[src/rtl/floo_wormhole_output_arbiter_if.sv]
// Handshake/bus bundle between NumInp upstream inputs, the output arbiter and the downstream link.
// The master side drives input flits and downstream ready; the slave side is the arbiter itself.
interface floo_wormhole_output_arbiter_if #(
    parameter int NumInp    = 4,
    parameter int DataWidth = 64,
    parameter int IdxWidth  = $clog2(NumInp)
);
    logic [NumInp-1:0]           valid_i;
    logic [NumInp-1:0]           ready_o;
    logic [NumInp*DataWidth-1:0] data_i;
    logic [NumInp-1:0]           last_i;
    logic                        valid_o;
    logic                        ready_i;
    logic [DataWidth-1:0]        data_o;
    logic                        last_o;
    logic                        locked_o;
    logic [IdxWidth-1:0]         grant_idx_o;

    modport master (
        output valid_i, data_i, last_i, ready_i,
        input  ready_o, valid_o, data_o, last_o, locked_o, grant_idx_o
    );

    modport slave (
        input  valid_i, data_i, last_i, ready_i,
        output ready_o, valid_o, data_o, last_o, locked_o, grant_idx_o
    );
endinterface

[src/rtl/floo_wormhole_output_arbiter.sv]
// Round-robin, wormhole-locked arbiter sharing one registered output link among NumInp inputs.
// A multi-flit packet keeps the port until its last flit is accepted.
module floo_wormhole_output_arbiter #(
    parameter int NumInp    = 4,
    parameter int DataWidth = 64,
    parameter int IdxWidth  = $clog2(NumInp)
) (
    input logic clk_i,
    input logic rst_i,
    floo_wormhole_output_arbiter_if.slave bus
);

    typedef enum logic [0:0] {IDLE, LOCKED} state_e;

    state_e               state_q, state_d;
    logic [IdxWidth-1:0]  rr_ptr_q, rr_ptr_d;
    logic [IdxWidth-1:0]  owner_q, owner_d;
    logic [IdxWidth-1:0]  grant_q, grant_d;
    logic [IdxWidth-1:0]  sel, idx, cur;
    logic                 found, can_accept, hs;
    logic [NumInp-1:0]    ready_vec;
    logic [DataWidth-1:0] cur_data;
    logic                 valid_q, last_q;
    logic [DataWidth-1:0] data_q;

    function automatic logic [IdxWidth-1:0] inc_wrap(input logic [IdxWidth-1:0] i);
        if (i == IdxWidth'(NumInp - 1)) return '0;
        return i + 1'b1;
    endfunction

    // Round-robin search: first valid input at or after rr_ptr, wrapping.
    always_comb begin
        sel   = rr_ptr_q;
        found = 1'b0;
        idx   = rr_ptr_q;
        for (int i = 0; i < NumInp; i++) begin
            if (!found && bus.valid_i[idx]) begin
                sel   = idx;
                found = 1'b1;
            end
            idx = inc_wrap(idx);
        end
    end

    // While locked only the owner may be served, even if it is currently bubbling.
    always_comb begin
        can_accept = !valid_q || bus.ready_i;
        cur        = (state_q == LOCKED) ? owner_q : sel;
        ready_vec  = '0;
        if (!rst_i && (state_q == LOCKED || found)) ready_vec[cur] = can_accept;
        hs         = bus.valid_i[cur] && ready_vec[cur];
        cur_data   = bus.data_i[int'(cur)*DataWidth +: DataWidth];

        state_d  = state_q;
        rr_ptr_d = rr_ptr_q;
        owner_d  = owner_q;
        grant_d  = grant_q;
        if (hs) begin
            if (state_q == IDLE) begin
                grant_d = cur;
                if (bus.last_i[cur]) begin
                    rr_ptr_d = inc_wrap(cur);
                end else begin
                    state_d = LOCKED;
                    owner_d = cur;
                end
            end else if (bus.last_i[cur]) begin
                state_d  = IDLE;
                rr_ptr_d = inc_wrap(cur);
            end
        end
    end

    always_ff @(posedge clk_i or posedge rst_i) begin
        if (rst_i) begin
            state_q  <= IDLE;
            rr_ptr_q <= '0;
            owner_q  <= '0;
            grant_q  <= '0;
        end else begin
            state_q  <= state_d;
            rr_ptr_q <= rr_ptr_d;
            owner_q  <= owner_d;
            grant_q  <= grant_d;
        end
    end

    // One-entry output register: a new flit may load in the same cycle the old one drains.
    always_ff @(posedge clk_i or posedge rst_i) begin
        if (rst_i) begin
            valid_q <= 1'b0;
            data_q  <= '0;
            last_q  <= 1'b0;
        end else if (hs) begin
            valid_q <= 1'b1;
            data_q  <= cur_data;
            last_q  <= bus.last_i[cur];
        end else if (bus.ready_i) begin
            valid_q <= 1'b0;
        end
    end

    assign bus.ready_o     = ready_vec;
    assign bus.valid_o     = valid_q;
    assign bus.data_o      = data_q;
    assign bus.last_o      = last_q;
    assign bus.locked_o    = (state_q == LOCKED);
    assign bus.grant_idx_o = grant_q;

    a_ready_onehot: assert property (@(posedge clk_i) disable iff (rst_i)
        $onehot0(ready_vec));

    a_out_stable: assert property (@(posedge clk_i) disable iff (rst_i)
        (valid_q && !bus.ready_i) |=> ($stable(data_q) && $stable(last_q)));

    a_owner_only: assert property (@(posedge clk_i) disable iff (rst_i)
        (state_q == LOCKED) |-> ((bus.valid_i & ready_vec & ~(NumInp'(1) << owner_q)) == '0));

endmodule

[src/flat_wrapper.sv]
// flat-port wrapper written by rule: the top's interface ports become plain ports
module floo_wormhole_output_arbiter_flat 
#(
    parameter int NumInp    = 4,
    parameter int DataWidth = 64,
    parameter int IdxWidth  = $clog2(NumInp)
)
  (clk_i, rst_i, bus_valid_i, bus_data_i, bus_last_i, bus_ready_i, bus_ready_o, bus_valid_o, bus_data_o, bus_last_o, bus_locked_o, bus_grant_idx_o);
  floo_wormhole_output_arbiter_if #(.NumInp(NumInp), .DataWidth(DataWidth), .IdxWidth(IdxWidth)) bus_i ();
  input logic clk_i;
  input logic rst_i;
  input wire logic [$bits(bus_i.valid_i)-1:0] bus_valid_i;
  input wire logic [$bits(bus_i.data_i)-1:0] bus_data_i;
  input wire logic [$bits(bus_i.last_i)-1:0] bus_last_i;
  input wire logic [$bits(bus_i.ready_i)-1:0] bus_ready_i;
  output wire logic [$bits(bus_i.ready_o)-1:0] bus_ready_o;
  output wire logic [$bits(bus_i.valid_o)-1:0] bus_valid_o;
  output wire logic [$bits(bus_i.data_o)-1:0] bus_data_o;
  output wire logic [$bits(bus_i.last_o)-1:0] bus_last_o;
  output wire logic [$bits(bus_i.locked_o)-1:0] bus_locked_o;
  output wire logic [$bits(bus_i.grant_idx_o)-1:0] bus_grant_idx_o;
  assign bus_i.valid_i = bus_valid_i;
  assign bus_i.data_i = bus_data_i;
  assign bus_i.last_i = bus_last_i;
  assign bus_i.ready_i = bus_ready_i;
  assign bus_ready_o = bus_i.ready_o;
  assign bus_valid_o = bus_i.valid_o;
  assign bus_data_o = bus_i.data_o;
  assign bus_last_o = bus_i.last_o;
  assign bus_locked_o = bus_i.locked_o;
  assign bus_grant_idx_o = bus_i.grant_idx_o;
  floo_wormhole_output_arbiter #(.NumInp(NumInp), .DataWidth(DataWidth), .IdxWidth(IdxWidth)) u_core (.clk_i(clk_i), .rst_i(rst_i), .bus(bus_i));
endmodule
[config.mk]
export PLATFORM = sky130hd
export DESIGN_NAME = floo_wormhole_output_arbiter_flat
export DESIGN_NICKNAME = d
export VERILOG_FILES = /design/src/rtl/floo_wormhole_output_arbiter_if.sv /design/src/rtl/floo_wormhole_output_arbiter.sv /design/src/flat_wrapper.sv
export SDC_FILE = /design/constraint.sdc
export NUM_CORES = 1
export LEC_CHECK = 0
export ABC_AREA = 1
export CAP_MARGIN = 20
export CORE_AREA = 2 2 131 133
export DETAILED_ROUTE_END_ITERATION = 10
export DIE_AREA = 0 0 133 135
export DONT_BUFFER_PORTS = 1
export HOLD_SLACK_MARGIN = 0.15
export PLACE_DENSITY = 0.51
export SLEW_MARGIN = 20
export SYNTH_ARGS = -nofsm -noshare
export SYNTH_HDL_FRONTEND = slang
export SYNTH_SLANG_ARGS = --single-unit
[constraint.sdc]
create_clock -name clk_i -period 2.63 [get_ports clk_i]
set_input_delay 0.526 -clock clk_i [delete_from_list [all_inputs] [get_ports clk_i]]
set_output_delay 0.526 -clock clk_i [all_outputs]
set_load 0.02 [all_outputs]
## Word level (Yosys, flattened, before mapping)

Cells that the tools add are included.
W data, S select, Z words.

| word-level totals | value |
|---|---|
| bits in registers | 73 |
| input bits | 267 |
| logic and storage cells | 91 |

| operators by class | value |
|---|---|
| $add $sub $neg | 4 |
| magnitude comparators | 6 |
| eq/ne operators | 4 |
| shift-type cells | 1 |
| multiplexer cells | 49 |
| bitwise logic cells | 3 |
| reduce and logical (&&, ||, !) cells | 17 |

Operator list:

| kind | number |
|---|---|
| $shiftx A256 B9 Y64 | 1 |
| $mux W2 | 16 |
| $mux W1 | 24 |
| $lt A2 B3 Y1 const B | 5 |
| $bmux W1 S2 | 7 |
| $add A2 B1 Y2 const B | 4 |
| $eq A2 B2 Y1 const B | 4 |
| $logic_and A1 B1 Y1 | 6 |
| $logic_not A1 Y1 | 5 |
| $and A4 B4 Y4 | 1 |
| $mux W4 | 1 |
| $reduce_and A2 Y1 | 2 |
| $reduce_and A3 Y1 | 1 |
| $demux W1 S2 | 1 |
| $ge A2 B1 Y1 const B | 1 |
| $logic_or A1 B1 Y1 | 2 |
| $not A1 Y1 | 2 |
| $reduce_bool A2 Y1 | 1 |

## Logic depth before layout (Yosys ltp)

| logic depth | value |
|---|---|
| depth after elaboration | 27 |
| mapped depth | 26 |

## Least setup slack after synthesis

No wires, ideal clock.

| path | value |
|---|---|
| kind | register to output |
| from | reg u_core.rr_ptr_q[1] |
| to | out bus_ready_o[3] |
| arrival time | 2.308 ns |
| required time | 2.104 ns |
| path slack | -0.204 ns |
| cell stages (with the launch flop) | 16 |
| path through | dfrtp_1 -> ha_1 -> inv_1 -> nand2_2 -> nand2_1 -> nand2_1 -> nand2_2 -> nor2_4 -> nand2_1 -> nand3_1 -> nand3_2 -> nand2_4 -> buf_2 -> ha_1 -> inv_1 -> nor2_1 |

| between the ends | value |
|---|---|
| word-level cells in the longest chain between the ends | 20 |
| elaborated cells between the ends (all ways) | 43 |
| those cells by class | 3 x add/sub; 2 x order compare; 3 x eq/ne; 25 x mux; 1 x bitwise; 9 x reduce/logical |

Ends and longest elaborated chain:

| item | line | RTL |
|---|---|---|
| start: declaration | floo_wormhole_output_arbiter.sv:16 | `logic [IdxWidth-1:0] rr_ptr_q, rr_ptr_d;` |
| start signal: assignment | floo_wormhole_output_arbiter.sv:82 | `rr_ptr_q <= rr_ptr_d;` |
| parallel branches: the longest is 19 deep, another holds $lt A2 B3 Y1 | - |  |
| $mux W4 * | floo_wormhole_output_arbiter.sv:50 | `if (!rst_i && (state_q == LOCKED \|\| found)) ready_vec[cur] = can_accept;` |
| end: declaration | flat_wrapper.sv:16 | `output wire logic [$bits(bus_i.ready_o)-1:0] bus_ready_o;` |

Mark *: on every way between the ends. The select of a mux whose other input is x is not followed.

## Worst setup path after layout

| path | value |
|---|---|
| from | reg u_core.rr_ptr_q[0] |
| to | out bus_ready_o[2] |

Same word-level chain as after synthesis.

==> impl.org <==
** Clocking
- Counting the buffers created by CTS gives 9.
- The clock tree synthesis step divided the H-tree into 3 levels.
- TritonCTS clock tree :: built
- Clock latency reported for the late side of the worst-skew pair :: between 0.3 and 0.4 ns
- Clock tree sinks :: 73
- Counting along the longest clock path gives a buffer depth of 2.
- The tree is rooted in a sky130_fd_sc_hd__clkbuf_16.
- Clock input transition at the sequential cells of the worst setup and hold paths :: approximately 0.06 ns

** Critical path
- STA puts the critical path data arrival time at between 2 and 2.5 ns.
- Critical-path cell list :: ha_4 > inv_6 > nand2_4 > nand2_4 > nand2_4 > nand2_4 > nor2_4 > buf_6 > nand3_4 > nand3_4 > nand2_4 > buf_6 > nor3_4 > buf_6
- The critical path is of the register to primary output type.
- Crit path top cell by count :: sky130_fd_sc_hd__nand2_4
- Maximum fanout along the worst path :: 6
- CP max stage delay :: 0.42 ns
- The worst setup path is captured at a primary output.
- CP top delay family :: simple AND/OR/NAND/NOR gates
- The number of buffers and inverters on the critical path is 4.
- The critical path starts at u_core.rr_ptr_q[0].
- Slowest stage cell, crit path :: sky130_fd_sc_hd__dfrtp_1
- Setup crit start kind :: register
- Req. time, crit path :: between 2 and 2.5 ns
- In this run the critical register-to-register path is launched from u_core.rr_ptr_q[0].

** Drt
- For this run, design rule violations remaining after detail routing come to 0.
- Count of nets left with antenna violations after detail routing :: 0
- Detailed routing inserted a total of between 5,000 and 6,000 vias.
- After the first detailed-routing iteration, the DRC count stood at about 310.
- DRT Wirelength :: approximately 22 mm
- First-pass iteration count of the detailed router :: 4
- Drt wl/cell :: between 15 and 20 µm
- Vias per Instance :: between 5 and 6

** Cells and area
- Counting the fill cells in the layout gives about 1,700.
- The final layout contains 1,162 nets.
- The top cell types in the final layout, fill and taps aside, are 409 x sky130_fd_sc_hd__nand2_1, 73 x sky130_fd_sc_hd__dfrtp_1, 64 x sky130_fd_sc_hd__nand2_2, 64 x sky130_fd_sc_hd__a21oi_1, 42 x sky130_fd_sc_hd__nand2_4.
- N_diodes :: 0
- Layout cell share with drive strength beyond 1 :: between 30% and 40%
- Final Instance Count excl. Fillers :: 1,117
- The area growth from synthesis to layout is 43.6%.
- Area used by multi-input combinational logic :: around 3700 µm²
- Registers take 1830 µm².
- Most common library cell in the layout ignoring fill and taps :: sky130_fd_sc_hd__nand2_1

** Yosys
- The synthesized netlist devotes less than 1% of its cell area to adder and majority cells.
- By area, the combinational part of the netlist is dominated by simple AND/OR/NAND/NOR gates.
- The largest total area in the synthesized netlist belongs to sky130_fd_sc_hd__nand2_1.
- The synthesized design contains between 70 and 80 register bits.
- After synthesis, the mean cell area works out to between 6 and 7 µm².
- Post-Syn Area :: between 5000 and 6000 µm²
- Of the total synthesized cell area, the portion taken by AND, OR, NAND and NOR gates is about 44%.
- Number of instances in the synthesized netlist :: 843
- Proportion of synthesized area in mux cells :: 0%
- After synthesis, the cell types taking the most area are sky130_fd_sc_hd__nand2_1 37%, sky130_fd_sc_hd__dfrtp_1 36%, sky130_fd_sc_hd__a21oi_1 6.3%.
- Fraction of synthesized cell area in xor and xnor cells :: 0%
- In this run the biggest area consumer among cell types represents 37.1% of the synthesized area.
- Count of different cell masters after synthesis :: 23
- Net Count, Synth :: ~1,100
- Summing the sequential cell areas from Yosys gives 35.6% of the chip area.
- The synthesized netlist devotes approximately an eighth of its cell area to compound gates.
- Yosys synthesis warning count :: 0

** Global routing
- The initial antenna violation count was 0.
- The via count of the first global-routing pass is about 5,300.
- First-pass GRT wire length :: 29.3 mm
- Global-route usage over all layers :: between 20% and 30%
- For this run, global-route usage on met1 was measured as approximately a quarter.
- Maximum number of pins on one net before global-route repair :: between 40 and 50
- Global routing used around 37% of the available met2 tracks.
- In the global route stage, met3 resource usage came out at ~4.1%.
- After global routing the overflow that remains totals 0.
- Highest-utilization routing layer at the global route stage :: met2

** Placed design
- Placed wire-length estimate after detailed placement :: around 15 mm
- Final GP Congestion :: 0.812
- Number of buffers inserted by port buffering :: 0
- Placed Cells :: 1,068

** Floorplan
- Std cell rows :: 47
- Std-Cell Core Area :: between 15,000 and 20,000 µm²
- Initial standard-cell utilization of the core :: between 30% and 40%
- The die covers roughly 18,000 µm².
- Measured along the x axis, the die boundary spans ~130 µm.
- The floorplan step set the die height to between 100 and 150 µm.
- 340 I/O pins were placed.

** Timing
- Period minus WS final :: around 3 ns
- Setup violations remaining at the end of the flow were counted as 77.
- In the post-route analysis, the smallest setup slack over all paths is -0.300 ns.
- The max-slew violation count is 0.
- Number of hold violations in the final report :: 0
- Slew at the pin with the worst max-slew slack :: ~0.58 ns
- Measured against its own limit, the worst slew margin works out to about 60%.
- Clock skew on the completed layout was measured at around 0.0064 ns.
- Setup repair after global routing could not meet its margin everywhere.
- Maximum clock frequency :: 0.341 GHz
- Final worst path period share :: 111%
- Adding up every negative setup slack in the final design gives -13.44 ns.

** Outcome
- Result of the run :: complete, but fails checks
- Failing checks :: negative setup slack

** Min path
- Hold Crit Start :: bus_ready_i
- The path class of the tightest hold or removal check is primary input to register.

** Flow run
- Max-cap violations in this run came to 0.
==> logic make-up after synthesis <==
logic type | count (synthesis)
buf+inv | 71
flops | 73
compound gates | 131
fa+ha+maj | 2
simple gates | 566
==> path summary, 6_finish.rpt <==
| kind | slack, ns | depth (start not counted) | endpoint |
|---|---|---|---|
| max | -0.30 | 14 | bus_ready_o[2] |
| min | 0.26 | 1 | u_core.bus.valid_o |
| max reg2reg | -0.23 | 21 | u_core.bus.data_o[12] |
| min reg2reg | 0.49 | 2 | u_core.owner_q[1] |
| max in group asynchronous | 1.30 | 3 | u_core.bus.data_o[9] |
| min in group asynchronous | 0.69 | 2 | u_core.bus.valid_o |
==> layer usage <==
layer,up-vias,share of wire [%]
met1,2632,41
met2,271,49
li1,2775,-
met3,37,6.7
met4,0,2.7
met5,-,0
==> cells in the mapped netlist <==
library cell,number
sky130_fd_sc_hd__buf_4,6
sky130_fd_sc_hd__nor2_4,4
sky130_fd_sc_hd__clkbuf_1,9
sky130_fd_sc_hd__ha_1,2
sky130_fd_sc_hd__nor3_1,3
sky130_fd_sc_hd__nor2_8,1
sky130_fd_sc_hd__o21ai_1,31
sky130_fd_sc_hd__buf_2,29
sky130_fd_sc_hd__nand3_1,32
sky130_fd_sc_hd__nand2_4,1
sky130_fd_sc_hd__or2_2,1
sky130_fd_sc_hd__nor4_1,1
sky130_fd_sc_hd__inv_1,16
sky130_fd_sc_hd__a21oi_1,64
sky130_fd_sc_hd__inv_4,1
sky130_fd_sc_hd__nand3_2,2
sky130_fd_sc_hd__buf_6,4
sky130_fd_sc_hd__inv_2,6
sky130_fd_sc_hd__nand2_1,507
sky130_fd_sc_hd__o21ai_0,36
sky130_fd_sc_hd__nand2_2,8
sky130_fd_sc_hd__nor2_1,6
sky130_fd_sc_hd__dfrtp_1,73
==> layout make-up <==
class,count,area share (%)
inverter,23,1.46
clock inverter,5,1.09
sequential,73,24.8
multi-input combinational,700,50.4
tap,220,3.74
clock buffer,10,3.25
timing repair buffer,86,15.2
==> sequential cells by signal, summed over array words and instances (netlist names) <==
| register | cells |
|---|---|
| u_core.bus.data_o | 64 |
| u_core.bus.grant_idx_o | 2 |
| u_core.bus.last_o | 1 |
| u_core.bus.locked_o | 1 |
| u_core.bus.valid_o | 1 |
| u_core.owner_q | 2 |
| u_core.rr_ptr_q | 2 |
==> timing repair <==
action | CTS | global route
pin swaps | 16 | 54
cloned | 4 | 12
endpoints found under the hold margin | 29 | 0
gates resized for setup | 42 | 205
hold buffers | 1 | 0
setup buffers | 11 | 8
endpoints found under the setup margin | 77 | 77
==> metrics by stage <==
stage | utilization [%] | cell area [µm²] | worst slack [ns] | hold slack, ns
3_3_place_gp | 34.6 | 5670 | -0.0868 | 0.473
6_report | 44.8 | 7360 | -0.300 | 0.262
4_1_cts | 38.8 | 6370 | -0.308 | 0.242
3_5_place_dp | 34.6 | 5670 | -0.150 | 0.478
2_1_floorplan | - | 5160 | -0.0195 | 0.443
5_1_grt | 44.8 | 7360 | -0.421 | 0.248
Power is left out: the tool's default activity adds up to more than one toggle a clock period on the data nets, which glitch-free logic cannot reach.
